`src/rtl/time_counter.sv`:
```
// ---------------------------------------------------------------------------
// time_counter
//
// Time-of-day counter with hundredths-of-a-second resolution, presented as
// eight packed BCD digits for a downstream hex/7-segment display stage.
//
// A prescaler divides the input clock down to TICK_HZ. Every tick advances
// the hundredths field, which ripples carries through seconds, minutes and
// hours (00:00:00.00 .. 23:59:59.99). Fields are also user-adjustable one
// step per cycle without carrying into the next field.
//
// Parameters
//   CLK_HZ   input clock frequency in Hz
//   TICK_HZ  counting rate in Hz (100 = hundredths). CLK_HZ/TICK_HZ must be
//            an integer >= 2.
//
// Ports
//   clk100MHz  in   1   sole clock, all state on the rising edge
//   reset_n    in   1   asynchronous active-low reset
//   run        in   1   count enable; 0 freezes time and the prescaler
//   clear      in   1   synchronous zero of time and prescaler
//   adj_valid  in   1   increment the field chosen by adj_field this cycle
//   adj_field  in   2   0 seconds, 1 minutes, 2 hours, 3 ignored
//   data       out  32  {hh, mm, ss, cc} as packed BCD, two digits each
//   sec_pulse  out  1   one-cycle pulse when seconds advance by carry
//   day_wrap   out  1   one-cycle pulse on 23:59:59.99 -> 00:00:00.00
//
// Priority within one cycle: clear > adjust > tick. A tick that lands on a
// clear or a valid adjust is dropped, not remembered.
// ---------------------------------------------------------------------------
module time_counter #(
    parameter int unsigned CLK_HZ  = 100_000_000,
    parameter int unsigned TICK_HZ = 100
) (
    input  logic        clk100MHz,
    input  logic        reset_n,
    input  logic        run,
    input  logic        clear,
    input  logic        adj_valid,
    input  logic [1:0]  adj_field,
    output logic [31:0] data,
    output logic        sec_pulse,
    output logic        day_wrap
);

    localparam int unsigned DIV = CLK_HZ / TICK_HZ;
    localparam int unsigned PW  = (DIV > 1) ? $clog2(DIV) : 1;
    localparam logic [PW-1:0] PRESC_LAST = PW'(DIV - 1);

    localparam logic [1:0] FIELD_SEC  = 2'd0;
    localparam logic [1:0] FIELD_MIN  = 2'd1;
    localparam logic [1:0] FIELD_HOUR = 2'd2;

    // Last legal value of each two-digit BCD field.
    localparam logic [7:0] CC_LAST = 8'h99;
    localparam logic [7:0] SS_LAST = 8'h59;
    localparam logic [7:0] MM_LAST = 8'h59;
    localparam logic [7:0] HH_LAST = 8'h23;

    // -----------------------------------------------------------------------
    // State
    // -----------------------------------------------------------------------
    logic [PW-1:0] presc_q, presc_d;
    logic [7:0]    cc_q, cc_d;     // hundredths
    logic [7:0]    ss_q, ss_d;     // seconds
    logic [7:0]    mm_q, mm_d;     // minutes
    logic [7:0]    hh_q, hh_d;     // hours
    logic          sec_pulse_q, sec_pulse_d;
    logic          day_wrap_q, day_wrap_d;

    // -----------------------------------------------------------------------
    // Two-digit BCD increment that wraps to 00 after `last`. Operating on the
    // digits directly keeps every digit in 0..9; there is never a binary
    // intermediate that could leak onto data.
    // -----------------------------------------------------------------------
    function automatic logic [7:0] bcd_inc(input logic [7:0] v,
                                           input logic [7:0] last);
        logic [7:0] r;
        if (v == last) begin
            r = 8'h00;
        end else if (v[3:0] == 4'd9) begin
            r = {v[7:4] + 4'd1, 4'd0};
        end else begin
            r = {v[7:4], v[3:0] + 4'd1};
        end
        return r;
    endfunction

    // -----------------------------------------------------------------------
    // Prescaler and tick
    // -----------------------------------------------------------------------
    logic          tick;
    logic [PW-1:0] presc_next;

    always_comb begin
        tick       = run && (presc_q == PRESC_LAST);
        presc_next = presc_q;
        if (run) begin
            // Held (not cleared) while run is low so a paused count resumes
            // exactly where it stopped.
            presc_next = (presc_q == PRESC_LAST) ? '0 : presc_q + PW'(1);
        end
    end

    // Field 3 is reserved: treated as if no adjust request was made, so it
    // neither changes state nor suppresses a coinciding tick.
    logic adj_do;
    assign adj_do = adj_valid && (adj_field != 2'd3);

    // -----------------------------------------------------------------------
    // Next-state logic: clear > adjust > tick
    // -----------------------------------------------------------------------
    always_comb begin
        presc_d     = presc_next;
        cc_d        = cc_q;
        ss_d        = ss_q;
        mm_d        = mm_q;
        hh_d        = hh_q;
        sec_pulse_d = 1'b0;
        day_wrap_d  = 1'b0;

        if (clear) begin
            presc_d = '0;
            cc_d    = 8'h00;
            ss_d    = 8'h00;
            mm_d    = 8'h00;
            hh_d    = 8'h00;
        end else if (adj_do) begin
            // Adjusts never carry into a higher field. A tick landing here
            // is dropped; the prescaler still advances/wraps normally except
            // on a seconds adjust, which restarts the current second cleanly.
            case (adj_field)
                FIELD_SEC: begin
                    ss_d    = bcd_inc(ss_q, SS_LAST);
                    cc_d    = 8'h00;
                    presc_d = '0;
                end
                FIELD_MIN:  mm_d = bcd_inc(mm_q, MM_LAST);
                FIELD_HOUR: hh_d = bcd_inc(hh_q, HH_LAST);
                default:    ;
            endcase
        end else if (tick) begin
            cc_d = bcd_inc(cc_q, CC_LAST);
            if (cc_q == CC_LAST) begin
                ss_d        = bcd_inc(ss_q, SS_LAST);
                sec_pulse_d = 1'b1;
                if (ss_q == SS_LAST) begin
                    mm_d = bcd_inc(mm_q, MM_LAST);
                    if (mm_q == MM_LAST) begin
                        hh_d = bcd_inc(hh_q, HH_LAST);
                        // Hours 23 -> 00 ends the day; nothing above it.
                        if (hh_q == HH_LAST) begin
                            day_wrap_d = 1'b1;
                        end
                    end
                end
            end
        end
    end

    // -----------------------------------------------------------------------
    // Registers. Reset is asynchronous, so data and the pulses go to zero
    // immediately and any in-flight carry or adjust is lost.
    // -----------------------------------------------------------------------
    always_ff @(posedge clk100MHz or negedge reset_n) begin
        if (!reset_n) begin
            presc_q     <= '0;
            cc_q        <= 8'h00;
            ss_q        <= 8'h00;
            mm_q        <= 8'h00;
            hh_q        <= 8'h00;
            sec_pulse_q <= 1'b0;
            day_wrap_q  <= 1'b0;
        end else begin
            presc_q     <= presc_d;
            cc_q        <= cc_d;
            ss_q        <= ss_d;
            mm_q        <= mm_d;
            hh_q        <= hh_d;
            sec_pulse_q <= sec_pulse_d;
            day_wrap_q  <= day_wrap_d;
        end
    end

    // Outputs come straight from flops: data changes in the same cycle the
    // pulses assert, one cycle after the tick cycle.
    assign data      = {hh_q, mm_q, ss_q, cc_q};
    assign sec_pulse = sec_pulse_q;
    assign day_wrap  = day_wrap_q;

endmodule

```
`config.mk`:
```
export PLATFORM = sky130hd
export DESIGN_NAME = time_counter
export DESIGN_NICKNAME = d
export VERILOG_FILES = /design/src/rtl/time_counter.sv
export SDC_FILE = /design/constraint.sdc
export NUM_CORES = 1
export LEC_CHECK = 0
export CORE_ASPECT_RATIO = 1.25
export CORE_MARGIN = 2
export CORE_UTILIZATION = 45
export CTS_CLUSTER_DIAMETER = 80
export DETAILED_ROUTE_END_ITERATION = 10
export PLACE_DENSITY = 0.67
export SLEW_MARGIN = 0
export SYNTH_ARGS = -nofsm -noshare
export SYNTH_HDL_FRONTEND = slang
export SYNTH_SLANG_ARGS = --single-unit
```
`constraint.sdc`:
```
create_clock -name clk100MHz -period 6.8 [get_ports clk100MHz]
set_clock_uncertainty 0.2 [all_clocks]
set_input_delay 1.36 -clock clk100MHz [delete_from_list [all_inputs] [get_ports clk100MHz]]
set_output_delay 1.36 -clock clk100MHz [all_outputs]
set_load 0.005 [all_outputs]
```
==> results of run 1 <==
[area by class of cell]
cell class | instances | area (sq um) | share of cell area (%)
well taps | 90 | 113 | 2.97
clock buffers | 6 | 72.6 | 1.92
clock inverters | 2 | 37.5 | 0.991
flip-flops and latches | 54 | 1350 | 35.7
inverters | 15 | 56.3 | 1.49
multi-input cells | 266 | 1750 | 46.1
repair buffers | 42 | 410 | 10.8
[routing by layer]
metal / part of all wire, % / GRT usage (%) / wire [microns] / vias to the layer above
li1: - / - / - / 1333
met1: 46 / 22.9 / 3050 / 1292
met2: 49 / 29.7 / 3220 / 49
met3: 3.8 / 3.79 / 249 / 8
met4: 1.2 / 5.57 / 79 / 0
met5: 0 / 0 / 0 / -
[report_power, final]
| part | internal [mW] | leakage (nW) | switching, mW |
|---|---|---|---|
| Sequential | 0.331 | 0.746 | 0.0156 |
| Combinational | 0.0365 | 0.725 | 0.0414 |
| Clock | 0.110 | 0.0514 | 0.103 |
[registers in the layout, indices dropped and copies added, names as in the netlist]
register	cells
cc_q	8
ss_q	8
hh_q	8
mm_q	8
presc_q	20
day_wrap	1
sec_pulse	1
[worst max-delay path, cell delays in order]
cell,delay (ns)
sky130_fd_sc_hd__clkdlybuf4s50_1,0.72
sky130_fd_sc_hd__inv_1,0.47
sky130_fd_sc_hd__o21ai_0,0.26
sky130_fd_sc_hd__a31oi_2,0.78
sky130_fd_sc_hd__or3_1,0.37
sky130_fd_sc_hd__o31ai_1,0.12
[cell usage after synthesis, types with 4 or more instances]
cell                       count
sky130_fd_sc_hd__nor2_1       34
sky130_fd_sc_hd__nand4_1      12
sky130_fd_sc_hd__and3b_1       5
sky130_fd_sc_hd__and4_1        4
sky130_fd_sc_hd__xor2_1       11
sky130_fd_sc_hd__or3_1         4
sky130_fd_sc_hd__o31ai_1      12
sky130_fd_sc_hd__clkbuf_1      9
sky130_fd_sc_hd__or4_1         4
sky130_fd_sc_hd__nand2b_1      9
sky130_fd_sc_hd__dfrtp_1      54
sky130_fd_sc_hd__ha_1         15
sky130_fd_sc_hd__a21oi_1      15
sky130_fd_sc_hd__o21ai_0      29
sky130_fd_sc_hd__nand3_1      14
sky130_fd_sc_hd__inv_1        15
sky130_fd_sc_hd__nor3_1        7
sky130_fd_sc_hd__xnor2_1       5
sky130_fd_sc_hd__o22ai_1       4
sky130_fd_sc_hd__nand2_1      33
[logic make-up after synthesis]
logic type | Yosys count | synth area share (%)
compound gates | 80 | 16.7
xor+xnor | 16 | 4.37
fa+ha+maj | 15 | 5.85
buf+inv | 28 | 3.39
flops | 54 | 42.1
mux | 2 | 0.624
simple gates | 153 | 26.9
[worst paths after layout]
path                                       end  slack [ns]            startpoint  cells past startpoint
max                        ss_q[6]$_DFFE_PN0P_        2.69                 clear                      6
min                        mm_q[6]$_DFFE_PN0P_        0.33   mm_q[6]$_DFFE_PN0P_                      1
max reg2reg                ss_q[7]$_DFFE_PN0P_        3.97  presc_q[0]$_DFF_PN0_                      6
min reg2reg                mm_q[6]$_DFFE_PN0P_        0.33   mm_q[6]$_DFFE_PN0P_                      1
max in group asynchronous  cc_q[6]$_DFFE_PN0P_        4.98               reset_n                      2
min in group asynchronous  ss_q[0]$_DFFE_PN0P_        0.97               reset_n                      2
==> reports/results.md, run 1 <==
* **outcome** finished, final reports clean
* **Post-synth ARST share** 100%
* **CTS hold repair buffers** 0
* **number of max-cap violations** 0
* **biggest area consumer among synthesized cells** sky130_fd_sc_hd__dfrtp_1
* **count of nets after finishing** 406
* **number of antenna violations at the first check in global routing** 0
* **class of the most critical setup path** input pin to flip-flop
* **x dimension of the die** 79.5 microns
* **DRC Markers** 0
* **Worst Hold Slack** 0.329 ns
* **final hold vios** 0
* **die height** 98.4 microns
* **capturing element type of the critical path** flip-flop
* **post-placement cell count** 467
* **count of flip-flops with a built-in enable after synthesis** 0
* **Layout Utilization** 54.6%
* **count of pins over their slew limit** 0
* **power per standard cell area** 168 nW/um^2
* **vias per std cell** 5.65
* **total iterations of the first detailed-routing run** 4
* **starting density of the core** 46.3%
* **total number of H-tree levels** 2
* **number of CTS-inserted buffers** 5
* **Gates resized, CTS repair** 0
* **Post-CTS Repair Setup Buffers** 0
* **count of routing violations after the opening detailed-route iteration** 109
* **Placed Instance Area** 3680 sq um
* **wire length of the first global-routing pass** 11400 microns
* **Worst IR Drop VDD** 0.000110 V
* **diode count** 0
* **clock-pin slew on the worst setup and hold paths** 0.10 ns
* **final setup slack of the worst path** 2.69 ns
* **DR WL/cell** 13.9 microns
* **type of origin of the critical path** input pin
* **area delta synth->final** 18.1%
* **leakage power** 1.52 nW
* **cell at the root of the clock tree** sky130_fd_sc_hd__clkbuf_8
* **min-delay worst type** flip-flop to flip-flop
* **period utilisation layout** 60.4%
* **warnings from Yosys** 0
* **Achievable Freq** 0.244 GHz
* **final routed wirelength across all metal layers** 6600 microns
* **worst relative slew slack** 37.9%
* **die area** 7820 sq um
* **final instance area** 3790 sq um
* **setup violators final** 0
* **layout cells sized above 1** 5.45%
* **average cell area after synthesis** 9.22 sq um
* **total half-perimeter wirelength after legalization and detailed placement** 4820 microns
* **clock tree from TritonCTS** done
* **unrepaired setup endpoints after global routing** false
* **core region area** 6930 sq um
* **gate count after technology mapping** 348
* **final RePlAce weighted congestion** 0.777
* **count of boundary I/O pins** 41
* **worst setup timing slack at the placement stage** 2.36 ns
* **Overall Power** 637 uW
* **total of fill cells in the finished design** 640
* **Overflow after GRT** 0
* **actual transition at the worst max-transition pin** 0.929 ns
* **Max Buffers Root-to-Sink** 2
* **critical-path maximum fanout** 23
* **fin crit period** 4.11 ns
* **maximum number of pins on one net before global-route repair** 55
* **data required time of the worst path** 6.79 ns
* **leading post-synthesis cells by cell area** sky130_fd_sc_hd__dfrtp_1 (42%), sky130_fd_sc_hd__ha_1 (5.9%), sky130_fd_sc_hd__o21ai_0 (4.5%), sky130_fd_sc_hd__nor2_1 (4.0%), sky130_fd_sc_hd__nand2_1 (3.9%)
* **clock latency of the later-clocked register in the worst-skew pair** 0.31 ns
* **synthesis-stage register bit count** 54
* **mapped cell area** 3210 sq um
* **via count** 2682
* **number of clock sinks seen by CTS** 54
* **commonest non-fill, non-tap cells in the layout** sky130_fd_sc_hd__dfrtp_1 (54), sky130_fd_sc_hd__clkdlybuf4s50_1 (39), sky130_fd_sc_hd__nor2_1 (34), sky130_fd_sc_hd__nand2_1 (33), sky130_fd_sc_hd__o21ai_0 (29)
* **sum of negative setup slack** 0 ns
* **Cell Rows** 34
* **proportion of netlist area held by the largest area contributor** 42.1%
* **most common flop cell mapped by yosys** sky130_fd_sc_hd__dfrtp_1
* **via count of the first global-routing pass** 2513
* **nets in the synthesized netlist** 370
* **Routed Antenna Nets** 0
* **overall global routing resource usage** 17.8%
* **register area share after synthesis** 42.1%
* **arrival time reported for the critical path endpoint** 4.09 ns
* **number of distinct library cell variants in the gate-level netlist after synthesis** 53
* **number of buffer cells added on primary ports** 40
* **most common library cell in the layout ignoring fill and taps** sky130_fd_sc_hd__dfrtp_1
* **non-filler instance count after layout** 475
Power figures use the tool's default switching activity.
==> run 2: changes to the inputs <==
==> constraint.sdc (replaced) <==
create_clock -name clk100MHz -period 4.27 [get_ports clk100MHz]
set_clock_uncertainty 0.2 [all_clocks]
set_input_delay 0.854 -clock clk100MHz [delete_from_list [all_inputs] [get_ports clk100MHz]]
set_output_delay 0.854 -clock clk100MHz [all_outputs]
set_load 0.005 [all_outputs]
==> run 2 against run 1 <==
  * Via count is 2.1% higher
  * Sequential power is 59% higher
  * Critical path type unchanged
  * First-iteration DRC count is 55% higher
  * Hold slack worse by 0.022 ns
  * Die area stayed put
  * Largest power group unchanged
  * Routed wire length is 6.4% higher
  * Non-clock buffer count is 3 higher
  * Global-route usage is 1.2 points higher
  * Final cell count is 0.42% higher
  * Clock power is 27% higher
  * Combinational power is 63% higher
  * Cell area is 0.30% lower
==> reports/results.md, run 2 (same netlist as run 1, synthesis figures left out) <==
* **via count of the first global-routing pass** 2595, was 2513
* **core region area** 6930 sq um, unchanged
* **CTS hold repair buffers** 0, unchanged
* **met2 global-route usage** 32.0%, was 29.7%
* **most common library cell in the layout ignoring fill and taps** sky130_fd_sc_hd__dfrtp_1, unchanged
* **Max Buffers Root-to-Sink** 2, unchanged
* **type of origin of the critical path** input pin, unchanged
* **number of clock sinks seen by CTS** 54, unchanged
* **setup violators final** 0, unchanged
* **Gates resized, CTS repair** 0, unchanged
* **worst reg2reg path startpoint** presc_q[0]$_DFF_PN0_, unchanged
* **clock tree from TritonCTS** done, unchanged
* **worst relative slew slack** 51.3%, was 37.9%
* **Worst IR Drop VDD** 0.000144 V, was 0.000110 V
* **total half-perimeter wirelength after legalization and detailed placement** 5110 microns, was 4820 microns
* **cell at the root of the clock tree** sky130_fd_sc_hd__clkbuf_8, unchanged
* **Achievable Freq** 0.308 GHz
* **number of antenna violations at the first check in global routing** 0, unchanged
* **global-route met1 utilization** 25.0%, was 22.9%
* **via count** 2738, was 2682
* **sum of negative setup slack** 0 ns, unchanged
* **number of buffer cells added on primary ports** 40, unchanged
* **unrepaired setup endpoints after global routing** false, unchanged
* **vias per std cell** 5.74, was 5.65
* **area delta synth->final** 17.7%, was 18.1%
* **Cell Rows** 34, unchanged
* **Placed Instance Area** 3700 sq um, was 3680 sq um
* **critical path's largest stage delay** 0.62 ns, was 0.78 ns
* **starting density of the core** 46.3%, unchanged
* **die area** 7820 sq um, unchanged
* **arrival time reported for the critical path endpoint** 3.26 ns, was 4.09 ns
* **layout cells sized above 1** 5.68%, was 5.45%
* **outcome** finished, final reports clean, unchanged
* **clock-pin slew on the worst setup and hold paths** 0.10 ns, about the same
* **critical-path maximum fanout** 14, was 23
* **diode count** 0, unchanged
* **Critical-path top delay cell** sky130_fd_sc_hd__clkdlybuf4s50_1, was sky130_fd_sc_hd__a31oi_2
* **maximum number of pins on one net before global-route repair** 34, was 55
* **wire length of the first global-routing pass** 12000 microns, was 11400 microns
* **fin crit period** 3.25 ns
* **count of routing violations after the opening detailed-route iteration** 169, was 109
* **number of CTS-inserted buffers** 5, unchanged
* **final routed wirelength across all metal layers** 7020 microns, was 6600 microns
* **leakage power** 1.52 nW, about the same
* **overall global routing resource usage** 18.9%, was 17.8%
* **RR Endpoint** ss_q[7]$_DFFE_PN0P_, unchanged
* **count of boundary I/O pins** 41, unchanged
* **count of nets after finishing** 409, was 406
* **DRC Markers** 0, unchanged
* **clock latency of the later-clocked register in the worst-skew pair** 0.31 ns, about the same
* **capturing element type of the critical path** flip-flop, unchanged
* **die height** 98.4 microns, unchanged
* **actual transition at the worst max-transition pin** 0.725 ns, was 0.929 ns
* **number of flip-flops in the largest register** 20, unchanged
* **most used routing layer in global routing** met2, unchanged
* **period utilisation layout** 76.1%
* **min-delay worst type** input pin to async pin, was flip-flop to flip-flop
* **number of max-cap violations** 0, unchanged
* **power per standard cell area** 251 nW/um^2, was 168 nW/um^2
* **final RePlAce weighted congestion** 0.847, was 0.777
* **register name with the most flops** presc_q, unchanged
* **Worst Hold Slack** 0.307 ns, was 0.329 ns
* **count of pins over their slew limit** 0, unchanged
* **class of the most critical setup path** input pin to flip-flop, unchanged
* **final instance area** 3780 sq um, was 3790 sq um
* **r2r worst-path depth** 6, unchanged
* **setup slack, reg-to-reg** 1.62 ns, was 3.97 ns
* **cell breakdown of the critical path** clkdlybuf4s50_1, nand4_4, nor4_4, a31oi_2, or3_1, o41ai_2, was clkdlybuf4s50_1, inv_1, o21ai_0, a31oi_2, or3_1, o31ai_1
* **total number of H-tree levels** 2, unchanged
* **x dimension of the die** 79.5 microns, unchanged
* **DR WL/cell** 14.7 microns, was 13.9 microns
* **Routed Antenna Nets** 0, unchanged
* **Post-CTS Repair Setup Buffers** 0, unchanged
* **final hold vios** 0, unchanged
* **data required time of the worst path** 4.28 ns, was 6.79 ns
* **total iterations of the first detailed-routing run** 4, unchanged
* **Layout Utilization** 54.5%, was 54.6%
* **Overflow after GRT** 0, unchanged
* **met3 track demand over resource in global routing** 3.33%, was 3.79%
* **commonest non-fill, non-tap cells in the layout** sky130_fd_sc_hd__dfrtp_1 (54), sky130_fd_sc_hd__clkdlybuf4s50_1 (39), sky130_fd_sc_hd__nor2_1 (34), sky130_fd_sc_hd__nand2_1 (33), sky130_fd_sc_hd__o21ai_0 (29), unchanged
## run 2: cell types whose count changed in the layout (fill, tap and decap cells not counted)
cell                         delta
sky130_fd_sc_hd__buf_4          +3
sky130_fd_sc_hd__bufinv_16      -1
sky130_fd_sc_hd__clkinvlp_4     -1
sky130_fd_sc_hd__clkbuf_1       +1
## run 2: worst max-delay path, delay by kind of cell
family                 cells  cell delay, ns
and+or+nand+nor            3            1.16
buffers and inverters      1            0.62
AOI/OAI and AO/OA          2            0.61
## run 2: report_power, final
| group | total, mW | internal, mW | switching (mW) |
|---|---|---|---|
| sequential | 0.552 | 0.527 | 0.0249 |
| clock | 0.270 | 0.113 | 0.157 |
| combinational | 0.127 | 0.0601 | 0.0673 |
## run 2: worst max path at each step
stage	cells past startpoint	to	slack [ns]	startpoint
floorplan	6	ss_q[7]$_DFFE_PN0P_	1.69	run
global placement	6	ss_q[7]$_DFFE_PN0P_	0.76	run
detailed placement	6	ss_q[7]$_DFFE_PN0P_	0.70	run
CTS	6	ss_q[7]$_DFFE_PN0P_	1.01	run
global route	6	ss_q[6]$_DFFE_PN0P_	0.80	run
finish	6	ss_q[7]$_DFFE_PN0P_	1.02	run
## run 2: routing by layer
layer  vias up  part of all wire [%]
li1       1346                     -
met4         0                   1.1
met5         -                     0
met3         7                   3.1
met1      1327                    45
met2        58                    50
## run 2: stage by stage
stage	setup WS, ns	std cells	power [mW]
floorplan	1.69	348	0.625
global placement	0.756	470	0.688
detailed placement	0.701	470	0.691
CTS	1.01	477	0.959
global route	0.802	477	0.996
finish	1.02	477	0.950
## run 2: area by class of cell
type	instances	area, sq um
clock buffer	7	76.3
fill	622	3160
timing repair buffer	45	433
tap	90	113
sequential	54	1350
inverter	15	56.3
multi-input combinational	266	1750
==> run 3: changes to the inputs <==
--- a/config.mk
+++ b/config.mk
@@ -10,7 +10,7 @@
 export CORE_UTILIZATION = 45
 export CTS_CLUSTER_DIAMETER = 80
 export DETAILED_ROUTE_END_ITERATION = 10
-export PLACE_DENSITY = 0.67
+export PLACE_DENSITY = 0.7
 export SLEW_MARGIN = 0
 export SYNTH_ARGS = -nofsm -noshare
 export SYNTH_HDL_FRONTEND = slang
==> constraint.sdc (replaced) <==
create_clock -name clk100MHz -period 2.71 [get_ports clk100MHz]
set_clock_uncertainty 0.2 [all_clocks]
set_input_delay 0.542 -clock clk100MHz [delete_from_list [all_inputs] [get_ports clk100MHz]]
set_output_delay 0.542 -clock clk100MHz [all_outputs]
set_load 0.005 [all_outputs]
==> run 3 against run 2 <==
  * Cell area rose by 4.5%
  * Worst setup slack lost 0.89 ns
  * Largest power group unchanged
  * Clock power grew 63%
  * First-iteration DRC count decreased by 29%
  * Total power rose by 62%
==> reports/results.md, run 3 (same netlist as run 1, synthesis figures left out) <==
* **number of clock sinks seen by CTS** 54, unchanged
* **Worst IR Drop VDD** 0.000267 V, was 0.000144 V
* **CTS hold repair buffers** 0, unchanged
* **number of flip-flops in the largest register** 20, unchanged
* **die area** 7820 sq um, unchanged
* **Routed Antenna Nets** 0, unchanged
* **core region area** 6930 sq um, unchanged
* **worst reg2reg path startpoint** presc_q[15]$_DFF_PN0_, was presc_q[0]$_DFF_PN0_
* **wire length of the first global-routing pass** 12400 microns, was 12000 microns
* **Gates resized, CTS repair** 0, unchanged
* **number of cells on the critical path** 6, unchanged
* **Overflow after GRT** 0, unchanged
* **min-delay worst type** input pin to async pin, unchanged
* **Worst Hold Slack** 0.137 ns, was 0.307 ns
* **Layout Utilization** 56.9%, was 54.5%
* **power per standard cell area** 389 nW/um^2, was 251 nW/um^2
* **DRC Markers** 0, unchanged
* **setup slack, reg-to-reg** 0.29 ns, was 1.62 ns
* **via count** 2754, was 2738
* **non-filler instance count after layout** 496, was 477
* **final setup slack of the worst path** 0.137 ns, was 1.02 ns
* **fin crit period** 2.57 ns
* **Post-CTS Repair Setup Buffers** 0, unchanged
* **Cell Rows** 34, unchanged
* **cell at the root of the clock tree** sky130_fd_sc_hd__clkbuf_8, unchanged
* **count of routing violations after the opening detailed-route iteration** 120, was 169
* **total half-perimeter wirelength after legalization and detailed placement** 5270 microns, was 5110 microns
* **actual transition at the worst max-transition pin** 0.682 ns, was 0.725 ns
* **Worst Path Buf+Inv** 1, unchanged
* **clock latency of the later-clocked register in the worst-skew pair** 0.31 ns, about the same
* **overall global routing resource usage** 19.4%, was 18.9%
* **layout cells sized above 1** 10.6%, was 5.68%
* **RR Endpoint** mm_q[4]$_DFFE_PN0P_, was ss_q[7]$_DFFE_PN0P_
* **number of antenna violations at the first check in global routing** 0, unchanged
* **DR WL/cell** 14.3 microns, was 14.7 microns
* **Critical Path Start** run, unchanged
* **count of pins over their slew limit** 0, unchanged
* **class of the most critical setup path** input pin to flip-flop, unchanged
* **total iterations of the first detailed-routing run** 5, was 4
* **diode count** 0, unchanged
* **Overall Power** 1.54 mW, was 950 uW
* **Achievable Freq** 0.389 GHz
* **unrepaired setup endpoints after global routing** false, unchanged
* **final routed wirelength across all metal layers** 7120 microns, was 7020 microns
* **worst relative slew slack** 54.1%, was 51.3%
* **x dimension of the die** 79.5 microns, unchanged
* **clock tree from TritonCTS** done, unchanged
* **period utilisation layout** 95.0%
* **Critical-path top delay cell** sky130_fd_sc_hd__or4_4, was sky130_fd_sc_hd__clkdlybuf4s50_1
* **maximum number of pins on one net before global-route repair** 55, was 34
* **via count of the first global-routing pass** 2728, was 2595
* **most common library cell in the layout ignoring fill and taps** sky130_fd_sc_hd__dfrtp_1, unchanged
* **number of max-cap violations** 0, unchanged
* **final RePlAce weighted congestion** 0.803, was 0.847
* **outcome** finished, final reports clean, unchanged
* **total number of H-tree levels** 2, unchanged
* **starting density of the core** 46.3%, unchanged
* **count of boundary I/O pins** 41, unchanged
* **number of buffer cells added on primary ports** 40, unchanged
* **r2r worst-path depth** 5, was 6
* **worst setup timing slack at the placement stage** -0.217 ns, was 0.701 ns
* **Max Buffers Root-to-Sink** 2, unchanged
* **capturing element type of the critical path** flip-flop, unchanged
* **area delta synth->final** 23.0%, was 17.7%
* **register name with the most flops** presc_q, unchanged
* **cell breakdown of the critical path** clkdlybuf4s50_1, nand4_4, or4_4, o31ai_4, nand2_1, o41ai_1, was clkdlybuf4s50_1, nand4_4, nor4_4, a31oi_2, or3_1, o41ai_2
* **critical-path maximum fanout** 5, was 14
* **type of origin of the critical path** input pin, unchanged
* **final hold vios** 0, unchanged
* **commonest non-fill, non-tap cells in the layout** sky130_fd_sc_hd__dfrtp_1 (54), sky130_fd_sc_hd__clkdlybuf4s50_1 (39), sky130_fd_sc_hd__nor2_1 (34), sky130_fd_sc_hd__nand2_1 (33), sky130_fd_sc_hd__o21ai_0 (29), unchanged
* **data required time of the worst path** 2.70 ns, was 4.28 ns
* **die height** 98.4 microns, unchanged
* **leakage power** 1.63 nW, was 1.52 nW
* **number of CTS-inserted buffers** 5, unchanged
* **post-placement cell count** 490, was 470
* **clock-pin slew on the worst setup and hold paths** 0.09 ns, was 0.10 ns
* **Largest delay share family, worst path** simple AND/OR/NAND/NOR gates, unchanged
* **vias per std cell** 5.55, was 5.74
* **count of nets after finishing** 429, was 409
* **critical path's largest stage delay** 0.58 ns, was 0.62 ns
* **setup violators final** 0, unchanged
* **arrival time reported for the critical path endpoint** 2.56 ns, was 3.26 ns
[run 3: cell types whose count changed in the layout (fill, tap and decap cells not counted)]
| cell | change |
|---|---|
| sky130_fd_sc_hd__buf_12 | +1 |
| sky130_fd_sc_hd__buf_4 | +19 |
| sky130_fd_sc_hd__clkbuf_8 | +1 |
| sky130_fd_sc_hd__clkbuf_1 | -2 |
[run 3: through the flow]
step	setup TNS, ns	area, sq um
final	0	3950
after global routing	0	3950
after CTS	0	3950
after detailed placement	-1.73	3860
after global placement	-1.15	3860
after floorplan	0	3210
[run 3: routing by layer]
layer  track usage [%]  part of all wire, %
met1              25.1                   45
met2              32.8                   50
met3              3.33                  2.8
met4              6.37                  1.5
met5                 0                    0
[run 3: worst reg2reg max path: stages, from the launching register on]
cell,delay (ns)
sky130_fd_sc_hd__dfrtp_1,0.41
sky130_fd_sc_hd__nor4b_1,0.53
sky130_fd_sc_hd__nand4_1,0.34
sky130_fd_sc_hd__o31ai_4,0.39
sky130_fd_sc_hd__nand2_1,0.14
sky130_fd_sc_hd__o41ai_1,0.29
[run 3: cell type report]
cell class / count / area (sq um)
clock buffers: 6 / 82.6
fillers: 607 / 2990
inverters: 15 / 56.3
multi-input cells: 266 / 1750
flip-flops and latches: 54 / 1350
well taps: 90 / 113
repair buffers: 65 / 596
[run 3: power by group]
part	total [mW]	internal, mW	switching [mW]
clock	0.441	0.198	0.244
combinational	0.230	0.113	0.117
sequential	0.865	0.831	0.0341
[run 3: worst max-delay path by stage]
stage,end
after floorplan,hh_q[5]$_DFFE_PN0P_
after global placement,mm_q[5]$_DFFE_PN0P_
after detailed placement,mm_q[4]$_DFFE_PN0P_
after CTS,mm_q[4]$_DFFE_PN0P_
after global routing,mm_q[4]$_DFFE_PN0P_
final,mm_q[4]$_DFFE_PN0P_
